File: src/rtl/uart_pkg.sv
// Shared UART definitions: frame defaults, line levels, receiver state encoding.
// Latency: none (package only).
// Backpressure: none (package only).
//
// Used by the RX deserializer, the TX serializer and the FIFO controller so all
// three agree on frame geometry and idle/start line levels.
package uart_pkg;

  // Frame geometry defaults.
  localparam int UART_OVERSAMPLE = 16;
  localparam int UART_DATA_BITS  = 8;
  localparam int UART_STOP_BITS  = 1;
  localparam int UART_BIT_CNT_W  = 3;

  // Serial line levels.
  localparam logic UART_IDLE_LEVEL  = 1'b1;
  localparam logic UART_START_LEVEL = 1'b0;

  // Receiver framing states.
  typedef enum logic [2:0] {
    ST_IDLE   = 3'd0,
    ST_START  = 3'd1,
    ST_DATA   = 3'd2,
    ST_PARITY = 3'd3,
    ST_STOP   = 3'd4,
    ST_BREAK  = 3'd5
  } uart_rx_state_t;

  // Parity bit a transmitter would append to 'data'.
  // Even parity: bit makes the total number of ones even; odd: makes it odd.
  // Narrower words are zero-extended by the caller, which leaves parity unchanged.
  function automatic logic uart_parity(input logic [7:0] data, input logic odd);
    return (^data) ^ odd;
  endfunction

endpackage

File: src/rtl/sync_2ff.sv
// Two-flop synchroniser for an asynchronous level input, resetting to line idle (1).
// Latency: 2 clk from input change to o_q.
// Backpressure: none, free running.
//
// Ports:
//   clk   - system clock
//   rst_n - asynchronous active-low reset (flops go to 1)
//   i_d   - asynchronous input
//   o_q   - synchronised output
module sync_2ff
  import uart_pkg::*;
(
  input  logic clk,
  input  logic rst_n,
  input  logic i_d,
  output logic o_q
);

  logic r_meta;
  logic r_sync;

  always_ff @(posedge clk or negedge rst_n) begin
    if (!rst_n) begin
      r_meta <= UART_IDLE_LEVEL;
      r_sync <= UART_IDLE_LEVEL;
    end else begin
      r_meta <= i_d;
      r_sync <= r_meta;
    end
  end

  assign o_q = r_sync;

endmodule

File: src/rtl/uart_rx_deserializer.sv
// UART receive front end: oversampled framing of start/data/parity/stop into bytes.
// Latency: strobes one clk after the baud_tick that samples the stop bit.
// Backpressure: none; a good byte arriving while fifofull=1 is dropped with overrun_err.
//
// Ports:
//   clk, rst_n             - system clock, asynchronous active-low reset
//   baud_tick              - one-clk enable at OVERSAMPLE x baud rate
//   rx_serial              - asynchronous serial line, idle high
//   parity_en, parity_odd  - frame parity configuration, captured at start of frame
//   fifofull               - downstream FIFO full
//   rx_data                - last received byte, held until the next frame completes
//   rx_wr                  - one-clk write strobe for a good byte
//   rx_done                - one-clk pulse at the end of every frame
//   frame_err/parity_err/overrun_err - one-clk error pulses, coincident with rx_done
//   busy                   - receiver not idle
module uart_rx_deserializer
  import uart_pkg::*;
#(
  parameter int OVERSAMPLE = UART_OVERSAMPLE,
  parameter int DATA_BITS  = UART_DATA_BITS
) (
  input  logic                 clk,
  input  logic                 rst_n,
  input  logic                 baud_tick,
  input  logic                 rx_serial,
  input  logic                 parity_en,
  input  logic                 parity_odd,
  input  logic                 fifofull,
  output logic [DATA_BITS-1:0] rx_data,
  output logic                 rx_wr,
  output logic                 rx_done,
  output logic                 frame_err,
  output logic                 parity_err,
  output logic                 overrun_err,
  output logic                 busy
);

  localparam int TW = $clog2(OVERSAMPLE);
  localparam logic [TW-1:0] TICK_MID = TW'(OVERSAMPLE / 2 - 1);
  localparam logic [TW-1:0] TICK_END = TW'(OVERSAMPLE - 1);
  localparam logic [UART_BIT_CNT_W-1:0] BIT_LAST = UART_BIT_CNT_W'(DATA_BITS - 1);

  // Synchronised serial line; the raw input is never used directly.
  logic w_rxs;

  sync_2ff u_sync (
    .clk   (clk),
    .rst_n (rst_n),
    .i_d   (rx_serial),
    .o_q   (w_rxs)
  );

  // State and counters.
  uart_rx_state_t              r_state;
  uart_rx_state_t              w_state_nxt;
  logic [TW-1:0]               r_tick_cnt;
  logic [UART_BIT_CNT_W-1:0]   r_bit_cnt;

  // Frame datapath.
  logic [DATA_BITS-1:0]        r_shift;
  logic                        r_par_bit;
  logic                        r_par_en;
  logic                        r_par_odd;

  // Registered outputs.
  logic [DATA_BITS-1:0]        r_rx_data;
  logic                        r_rx_wr;
  logic                        r_rx_done;
  logic                        r_frame_err;
  logic                        r_parity_err;
  logic                        r_overrun_err;

  // Next-cycle strobes and datapath enables from the FSM.
  logic w_done_nxt;
  logic w_wr_nxt;
  logic w_ferr_nxt;
  logic w_perr_nxt;
  logic w_oerr_nxt;
  logic w_shift_en;
  logic w_par_smp;
  logic w_latch_cfg;

  logic w_tick_mid;
  logic w_tick_end;
  logic w_par_bad;
  logic w_state_chg;

  assign w_tick_mid  = baud_tick && (r_tick_cnt == TICK_MID);
  assign w_tick_end  = baud_tick && (r_tick_cnt == TICK_END);
  assign w_state_chg = (w_state_nxt != r_state);

  // Parity configuration is the copy captured at start of frame, so a mid-frame
  // change of parity_en/parity_odd cannot corrupt the frame in flight.
  assign w_par_bad = r_par_en &&
                     (r_par_bit != uart_parity(8'(r_shift), r_par_odd));

  // State register.
  always_ff @(posedge clk or negedge rst_n) begin
    if (!rst_n) begin
      r_state <= ST_IDLE;
    end else begin
      r_state <= w_state_nxt;
    end
  end

  // Next state and per-cycle actions.
  always_comb begin
    w_state_nxt = r_state;
    w_done_nxt  = 1'b0;
    w_wr_nxt    = 1'b0;
    w_ferr_nxt  = 1'b0;
    w_perr_nxt  = 1'b0;
    w_oerr_nxt  = 1'b0;
    w_shift_en  = 1'b0;
    w_par_smp   = 1'b0;
    w_latch_cfg = 1'b0;

    case (r_state)
      ST_IDLE: begin
        if (baud_tick && (w_rxs == UART_START_LEVEL)) begin
          w_state_nxt = ST_START;
          w_latch_cfg = 1'b1;
        end
      end

      // Re-check the line half a bit in: a high level means the falling edge
      // was noise, not a start bit.
      ST_START: begin
        if (w_tick_mid) begin
          w_state_nxt = (w_rxs == UART_IDLE_LEVEL) ? ST_IDLE : ST_DATA;
        end
      end

      // tick_cnt is aligned to mid-bit after START, so the wrap point samples
      // each data bit at its centre.
      ST_DATA: begin
        if (w_tick_end) begin
          w_shift_en = 1'b1;
          if (r_bit_cnt == BIT_LAST) begin
            w_state_nxt = r_par_en ? ST_PARITY : ST_STOP;
          end
        end
      end

      ST_PARITY: begin
        if (w_tick_end) begin
          w_par_smp   = 1'b1;
          w_state_nxt = ST_STOP;
        end
      end

      // Leaving mid stop bit lets a start edge at the nominal stop-bit end be
      // caught for back-to-back frames. Frame error outranks parity error, which
      // outranks overrun.
      ST_STOP: begin
        if (w_tick_end) begin
          w_done_nxt = 1'b1;
          if (w_rxs != UART_IDLE_LEVEL) begin
            w_ferr_nxt  = 1'b1;
            w_state_nxt = ST_BREAK;
          end else if (w_par_bad) begin
            w_perr_nxt  = 1'b1;
            w_state_nxt = ST_IDLE;
          end else if (fifofull) begin
            w_oerr_nxt  = 1'b1;
            w_state_nxt = ST_IDLE;
          end else begin
            w_wr_nxt    = 1'b1;
            w_state_nxt = ST_IDLE;
          end
        end
      end

      // A held-low line must rise before another start bit is accepted.
      ST_BREAK: begin
        if (baud_tick && (w_rxs == UART_IDLE_LEVEL)) begin
          w_state_nxt = ST_IDLE;
        end
      end

      default: begin
        w_state_nxt = ST_IDLE;
      end
    endcase
  end

  // Oversample and bit counters; both restart on every state entry.
  always_ff @(posedge clk or negedge rst_n) begin
    if (!rst_n) begin
      r_tick_cnt <= '0;
      r_bit_cnt  <= '0;
    end else if (w_state_chg) begin
      r_tick_cnt <= '0;
      r_bit_cnt  <= '0;
    end else if (baud_tick) begin
      r_tick_cnt <= r_tick_cnt + TW'(1);
      if (w_shift_en) begin
        r_bit_cnt <= r_bit_cnt + UART_BIT_CNT_W'(1);
      end
    end
  end

  // Frame datapath: shift in LSB first, capture parity bit and configuration.
  always_ff @(posedge clk or negedge rst_n) begin
    if (!rst_n) begin
      r_shift   <= '0;
      r_par_bit <= 1'b0;
      r_par_en  <= 1'b0;
      r_par_odd <= 1'b0;
    end else begin
      if (w_latch_cfg) begin
        r_par_en  <= parity_en;
        r_par_odd <= parity_odd;
      end
      if (w_shift_en) begin
        r_shift <= {w_rxs, r_shift[DATA_BITS-1:1]};
      end
      if (w_par_smp) begin
        r_par_bit <= w_rxs;
      end
    end
  end

  // Output registers; rx_data is updated for every completed frame, good or bad.
  always_ff @(posedge clk or negedge rst_n) begin
    if (!rst_n) begin
      r_rx_data     <= '0;
      r_rx_wr       <= 1'b0;
      r_rx_done     <= 1'b0;
      r_frame_err   <= 1'b0;
      r_parity_err  <= 1'b0;
      r_overrun_err <= 1'b0;
    end else begin
      if (w_done_nxt) begin
        r_rx_data <= r_shift;
      end
      r_rx_wr       <= w_wr_nxt;
      r_rx_done     <= w_done_nxt;
      r_frame_err   <= w_ferr_nxt;
      r_parity_err  <= w_perr_nxt;
      r_overrun_err <= w_oerr_nxt;
    end
  end

  assign rx_data     = r_rx_data;
  assign rx_wr       = r_rx_wr;
  assign rx_done     = r_rx_done;
  assign frame_err   = r_frame_err;
  assign parity_err  = r_parity_err;
  assign overrun_err = r_overrun_err;
  assign busy        = (r_state != ST_IDLE);

endmodule

File: config.mk
export PLATFORM = sky130hd
export DESIGN_NAME = uart_rx_deserializer
export DESIGN_NICKNAME = d
export VERILOG_FILES = /design/src/rtl/uart_pkg.sv /design/src/rtl/sync_2ff.sv /design/src/rtl/uart_rx_deserializer.sv
export SDC_FILE = /design/constraint.sdc
export NUM_CORES = 1
export LEC_CHECK = 0
export CORE_MARGIN = 10
export CORE_UTILIZATION = 50
export CTS_CLUSTER_DIAMETER = 50
export DETAILED_ROUTE_END_ITERATION = 6
export GPL_TIMING_DRIVEN = 0
export PLACE_DENSITY = 0.77
export SKIP_LAST_GASP = 1
export SYNTH_ARGS = -nofsm -noshare
export SYNTH_HDL_FRONTEND = slang
export SYNTH_SLANG_ARGS = --single-unit
File: constraint.sdc
create_clock -name clk -period 2.6 [get_ports clk]
set_input_delay 0.52 -clock clk [delete_from_list [all_inputs] [get_ports clk]]
set_output_delay 0.52 -clock clk [all_outputs]
set_load 0.01 [all_outputs]
# Word level (Yosys, flattened, before mapping)
# Cells that the tools add are included.
dict set report classes {
  add_sub_neg 2
  n_eq_ne 10
  mux 39
  n_bitwise 2
  n_reduce_logical 11
}
# operator count
set ops {}
lappend ops {{3-bit 2-to-1 mux} 12}
lappend ops {{1-bit 2-to-1 mux} 23}
lappend ops {{3-bit case mux with 6 select lines} 1}
lappend ops {{3-bit equality test, second input constant} 3}
lappend ops {{4-bit 2-to-1 mux} 2}
lappend ops {{8-bit parity} 1}
lappend ops {{3-bit by 2-bit equality test with 1-bit output, second input constant} 2}
lappend ops {{1-bit logical AND} 5}
lappend ops {{4-bit by 1-bit adder with 4-bit output, second input constant} 1}
lappend ops {{4-bit by 3-bit equality test with 1-bit output, second input constant} 1}
lappend ops {{4-bit equality test, second input constant} 1}
lappend ops {{2-bit nonzero test} 2}
lappend ops {{3-bit by 1-bit adder with 3-bit output, second input constant} 1}
lappend ops {{3-bit by 1-bit equality test with 1-bit output, second input constant} 1}
lappend ops {{3-bit logical NOT} 1}
lappend ops {{3-bit inequality test} 1}
lappend ops {{3-bit nonzero test} 1}
lappend ops {{2-bit 2-to-1 mux} 1}
lappend ops {{2-bit AND reduction} 1}
lappend ops {{1-bit inequality test} 1}
lappend ops {{1-bit NOT} 1}
lappend ops {{1-bit bitwise XOR} 1}
dict set report totals {
  ff_bits 36
  output_inout_bits 14
  wordCells 79
}

# Logic depth before layout (Yosys ltp)
# Gate-level depths: netlist of run 1.
dict set report depth {
  ltp_word 8
  ltp_mapped 8
  depth_no_buf 6
}

# By module
# Synthesis of run 1 repeated with hierarchy kept, for this count alone.
dict set report hier_totals {
  hier_cells 148
  hier_area_um2 1735.4
}
# module n_inst cells_per_inst area_per_inst_um2 seq_area_each_um2
set by_module_without_submodules {}
lappend by_module_without_submodules {uart_rx_deserializer 1 146 1682.9 850.8}
lappend by_module_without_submodules {sync_2ff 1 2 52.6 52.6}

# Least setup slack after synthesis of run 1
# Ideal clock, no wire load.
dict set report synth_timing {
  kind {register -> register}
  from {register r_bit_cnt[0]}
  to {register r_bit_cnt[0]}
  setup_ps 122
  arrival_time_ps 1676
  required_time_ps 2478
  slack_ps 803
  path_stages_with_launch 8
  path_buffers 1
  cell_sequence {dfrtp_1 > ha_1 > ha_1 > nand4b_1 > a21oi_1 > or3_1 > buf_2 > a2111oi_1}
}
dict set report synth_between {
  elab_chain_cells 7
}
# element line_no
set synth_rtl {}
lappend synth_rtl {{start, declared} uart_rx_deserializer.sv:57} ;# logic [UART_BIT_CNT_W-1:0] r_bit_cnt;
lappend synth_rtl {{start signal, assigned} uart_rx_deserializer.sv:198} ;# r_bit_cnt <= r_bit_cnt + UART_BIT_CNT_W'(1);
lappend synth_rtl {{3-bit equality test} uart_rx_deserializer.sv:139} ;# if (r_bit_cnt == BIT_LAST) begin
lappend synth_rtl {{3-bit 2-to-1 mux} uart_rx_deserializer.sv:139}
lappend synth_rtl {{3-bit 2-to-1 mux} uart_rx_deserializer.sv:137} ;# if (w_tick_end) begin
lappend synth_rtl {{3-bit case mux with 6 select lines} uart_rx_deserializer.sv:118} ;# case (r_state)
lappend synth_rtl {{3-bit inequality test} uart_rx_deserializer.sv:90} ;# assign w_state_chg = (w_state_nxt != r_state);
lappend synth_rtl {{2-bit nonzero test (no source line)} -}
lappend synth_rtl {{2-bit AND reduction (no source line)} -}
# Several ways; a longest one is shown, not always the timed one. The select of a mux whose other input is x is not followed.
# A chain may end at the register's enable or synchronous reset.

# Worst setup path in the final report of run 1
dict set report layout_timing {
  from {register r_state[1]}
  to {output port busy}
}
dict set report layout_between {
  elab_chain_cells 1
}
# element line_no
set layout_rtl {}
lappend layout_rtl {{start, declared} uart_rx_deserializer.sv:54} ;# uart_rx_state_t r_state;
lappend layout_rtl {{start signal, assigned} uart_rx_deserializer.sv:102} ;# r_state <= w_state_nxt;
lappend layout_rtl {{3-bit nonzero test} uart_rx_deserializer.sv:251} ;# assign busy = (r_state != ST_IDLE);
lappend layout_rtl {{end, declared} uart_rx_deserializer.sv:35} ;# output logic busy
# Every way passes these cells.

==> metrics.cfg, run 1 <==
[yosys]
postSynthCellCount=153
synth_nets=163
avgSynthCellArea_um2=11.61
yosys-top-cells-area=dfrtp_1, nand2_1, mux2_2
netlist-cell-type-count=43
synth_warnings=0
ys.flop_type=dfrtp_1
yosysSeqAreaShare_pct=50.85
synth_area_um2=1777
yosys.area.top_type=dfrtp_1
ys_seq_elements=36
synth_edf_count=0
ys_async_sr_fraction_pct=100.0
synth_top_area_share_pct=47.89

[sta]
maxSlewViolCount=0
whs_ns=0.2531
clock_skew_ns=0.009548
finalSetupViolCount=0
tightest_slew_ns=0.7702
hold_violations=0
post-route-min-period_ns=2.330
period_share_pct=89.62
relSlewSlack_pct=48.11
max_freq_ghz=0.4292
rsz0062_at_grt=no
fin_tns_setup_ns=0

[detailed_routing]
m1WireLength_um=1518
vias_per_cell=5.496
top_layer_used=met4
wl_met2_um=1700
vias=1242
ant_nets=0
drc=0
drt_iter0_drc=121
wire_per_inst_um=15.20
dr.pass1.iters=4
wl_met3_um=184
wl_um=3436

[clocking]
insertion_delay_ns=0.33
cts_sinks=36
htree_levels=2
post_cts.repair.setup_buffers=0
clk_pin_slew_ns=0.11
cts_tree=done
clockBufferDepth=2
root_buffer=clkbuf_4
holdBufCountCts=0
cts_inserted_buffers=5
cts_resized=0

[critical_path]
critPathBufInv=2
r2r_cells=7
crit_arrival_ns=1.81
worstPathMaxFanout=10
critical-path-slowest-cell=clkdlybuf4s50_1
reg2reg_to=r_bit_cnt[2]
critical_path_class=reg2out
critical_path.cell_chain=buf_2 > or3_4 > clkdlybuf4s50_1
r2r_slack_ns=0.47
critical-path-top-delay-family=buffers and inverters
reg2reg_from=r_bit_cnt[0]
crit_path_start_kind=register
worstPathRequired_ns=2.08
cp_slowest_stage_delay_ns=0.49
end_kind=primary output

[status]
status=finished, final reports clean

[placed_design]
dpl_cell_area_um2=2019
gp_congestion=0.8156
port_buffers=19
dp_hpwl_um=2485

[floorplanning]
die_w_um=79.61
die_area_um2=6338
io-pin-count=21
rows=21
die_h_um=79.61
core_um2=3390
start_util_pct=52.42

[final_layout]
antenna_cells=0
nFillCells=256
final_area_um2=2096
multi_input_area_um2=789.5
layout-area-overhead-vs-synth_pct=17.96
regArea_um2=903.4
drive_above_1_share_pct=22.22
nets=189

[power_and_ir_drop]
powerDensity_nw_per_um2=690.0
pwr-share-seq_pct=47.7
switching_share_pct=30.65
p_clk_share_pct=26.5
power.internal_mw=1.003
leakage_nw=0.9487
vdd_drop_max_mv=0.3810
p_comb_share_pct=25.9
switchingPower_uw=443.2

[global_route]
grtUsageTotal_pct=11.28
antenna_found_initial=0
grt_pass1_wl_um=5658
grt_max_degree=37
grt.overflow.total=0
grt_pass1_vias=1223

[run]
maxCapViolCount=0

[hold_path]
hp-class=in2async

metal layers:
metal,up-vias,GRT usage [%]
met3,5,3.716
met4,0,5.376
li1,593,-
met1,607,12.64
met5,-,0
met2,37,18.85
kinds of logic after synthesis:
family	after synthesis	share of synthesized area, %
AO/OA/AOI/OAI	22	9.578
XOR/XNOR	12	6.690
adder cells (fa/ha/maj)	3	2.113
buffers and inverters	11	4.717
flip-flops	36	50.85
multiplexers	15	9.648
AND/OR/NAND/NOR	54	16.41
sequential cells by signal (all words and copies together), names as in the netlist:
name           flops
r_par_bit          1
u_sync.o_q         1
rx_done            1
frame_err          1
r_bit_cnt          3
r_tick_cnt         4
u_sync.r_meta      1
rx_data            8
r_par_odd          1
parity_err         1
r_shift            8
r_state            3
overrun_err        1
r_par_en           1
rx_wr              1
worst max-delay path by stage:
stage,start,slack (ns),end,depth (start not counted)
after floorplan,r_bit_cnt[0],0.80,r_bit_cnt[0],7
after global placement,rst_n,0.30,rx_data[1],1
after detailed placement,r_bit_cnt[0],0.56,r_tick_cnt[3],7
after CTS,r_state[1],0.25,busy,3
after global routing,r_state[1],0.20,busy,3
final,r_state[1],0.27,busy,3
cell type report:
type,instances,area share (%)
buffer,9,3.582
clock buffer,6,1.970
clock inverter,2,1.672
inverter,2,0.4179
multi-input combinational,106,37.67
sequential,36,43.10
tap,46,2.746
timing repair buffer,19,8.836
metrics by stage:
stage / instances / total power, mW / worst slack [ns] / utilization, %
finish: 226 / 1.446 / 0.2698 / 61.83
CTS: 226 / 1.453 / 0.2548 / 61.83
global placement: 218 / 1.042 / 0.2963 / 59.73
floorplan: 153 / 0.9607 / 0.8028 / -
detailed placement: 218 / 1.070 / 0.5634 / 59.58
global route: 226 / 1.535 / 0.1991 / 61.83
synthesized netlist by cell type, drive strengths merged (3+ instances only):
library cell and n:
dfrtp 34, nand2 31, mux2 11, buf 9, xnor2 9, a2111oi 7, a21oi 5, mux2i 4
a211oi 3, ha 3, nand2b 3, nor2 3, or3b 3
power groups by stage:
stage	registers, mW	clock network, mW	logic [mW]
6_report	0.690	0.382	0.374
5_1_grt	0.699	0.424	0.413
4_1_cts	0.687	0.392	0.375
3_5_place_dp	0.698	0	0.372
3_3_place_gp	0.692	0	0.349
2_1_floorplan	0.680	0	0.280
cells in the final DEF, fill, tap and decap left out, drive strengths merged, types with 2 or more instances in the layout:
master          n
ha              3
or3b            3
o21ai           2
clkbuf          6
dfrtp          34
or3             2
nand4           2
xnor2           9
nor2b           2
nand2          31
a211oi          3
dfstp           2
clkdlybuf4s50  18
nand2b          3
buf            10
nor2            3
mux2           11
xor2            2
mux2i           4
a2111oi         7
a21oi           5
clkinv          2
(Power assumes the default switching activity.)
==> run 2: changes to the inputs <==
--- a/config.mk
+++ b/config.mk
@@ -5,6 +5,7 @@
 export SDC_FILE = /design/constraint.sdc
 export NUM_CORES = 1
 export LEC_CHECK = 0
+export ABC_CLOCK_PERIOD_IN_PS = 2600
 export CORE_MARGIN = 10
 export CORE_UTILIZATION = 50
 export CTS_CLUSTER_DIAMETER = 50
==> results of run 2 <==
Final layout, timing and power as in run 1 (identical DEF).
==> run 3: changes to the inputs <==
--- a/config.mk
+++ b/config.mk
@@ -12,7 +12,6 @@
 export DETAILED_ROUTE_END_ITERATION = 6
 export GPL_TIMING_DRIVEN = 0
 export PLACE_DENSITY = 0.77
-export SKIP_LAST_GASP = 1
 export SYNTH_ARGS = -nofsm -noshare
 export SYNTH_HDL_FRONTEND = slang
 export SYNTH_SLANG_ARGS = --single-unit
==> results of run 3 <==
Final layout, timing and power as in run 1 (identical DEF).
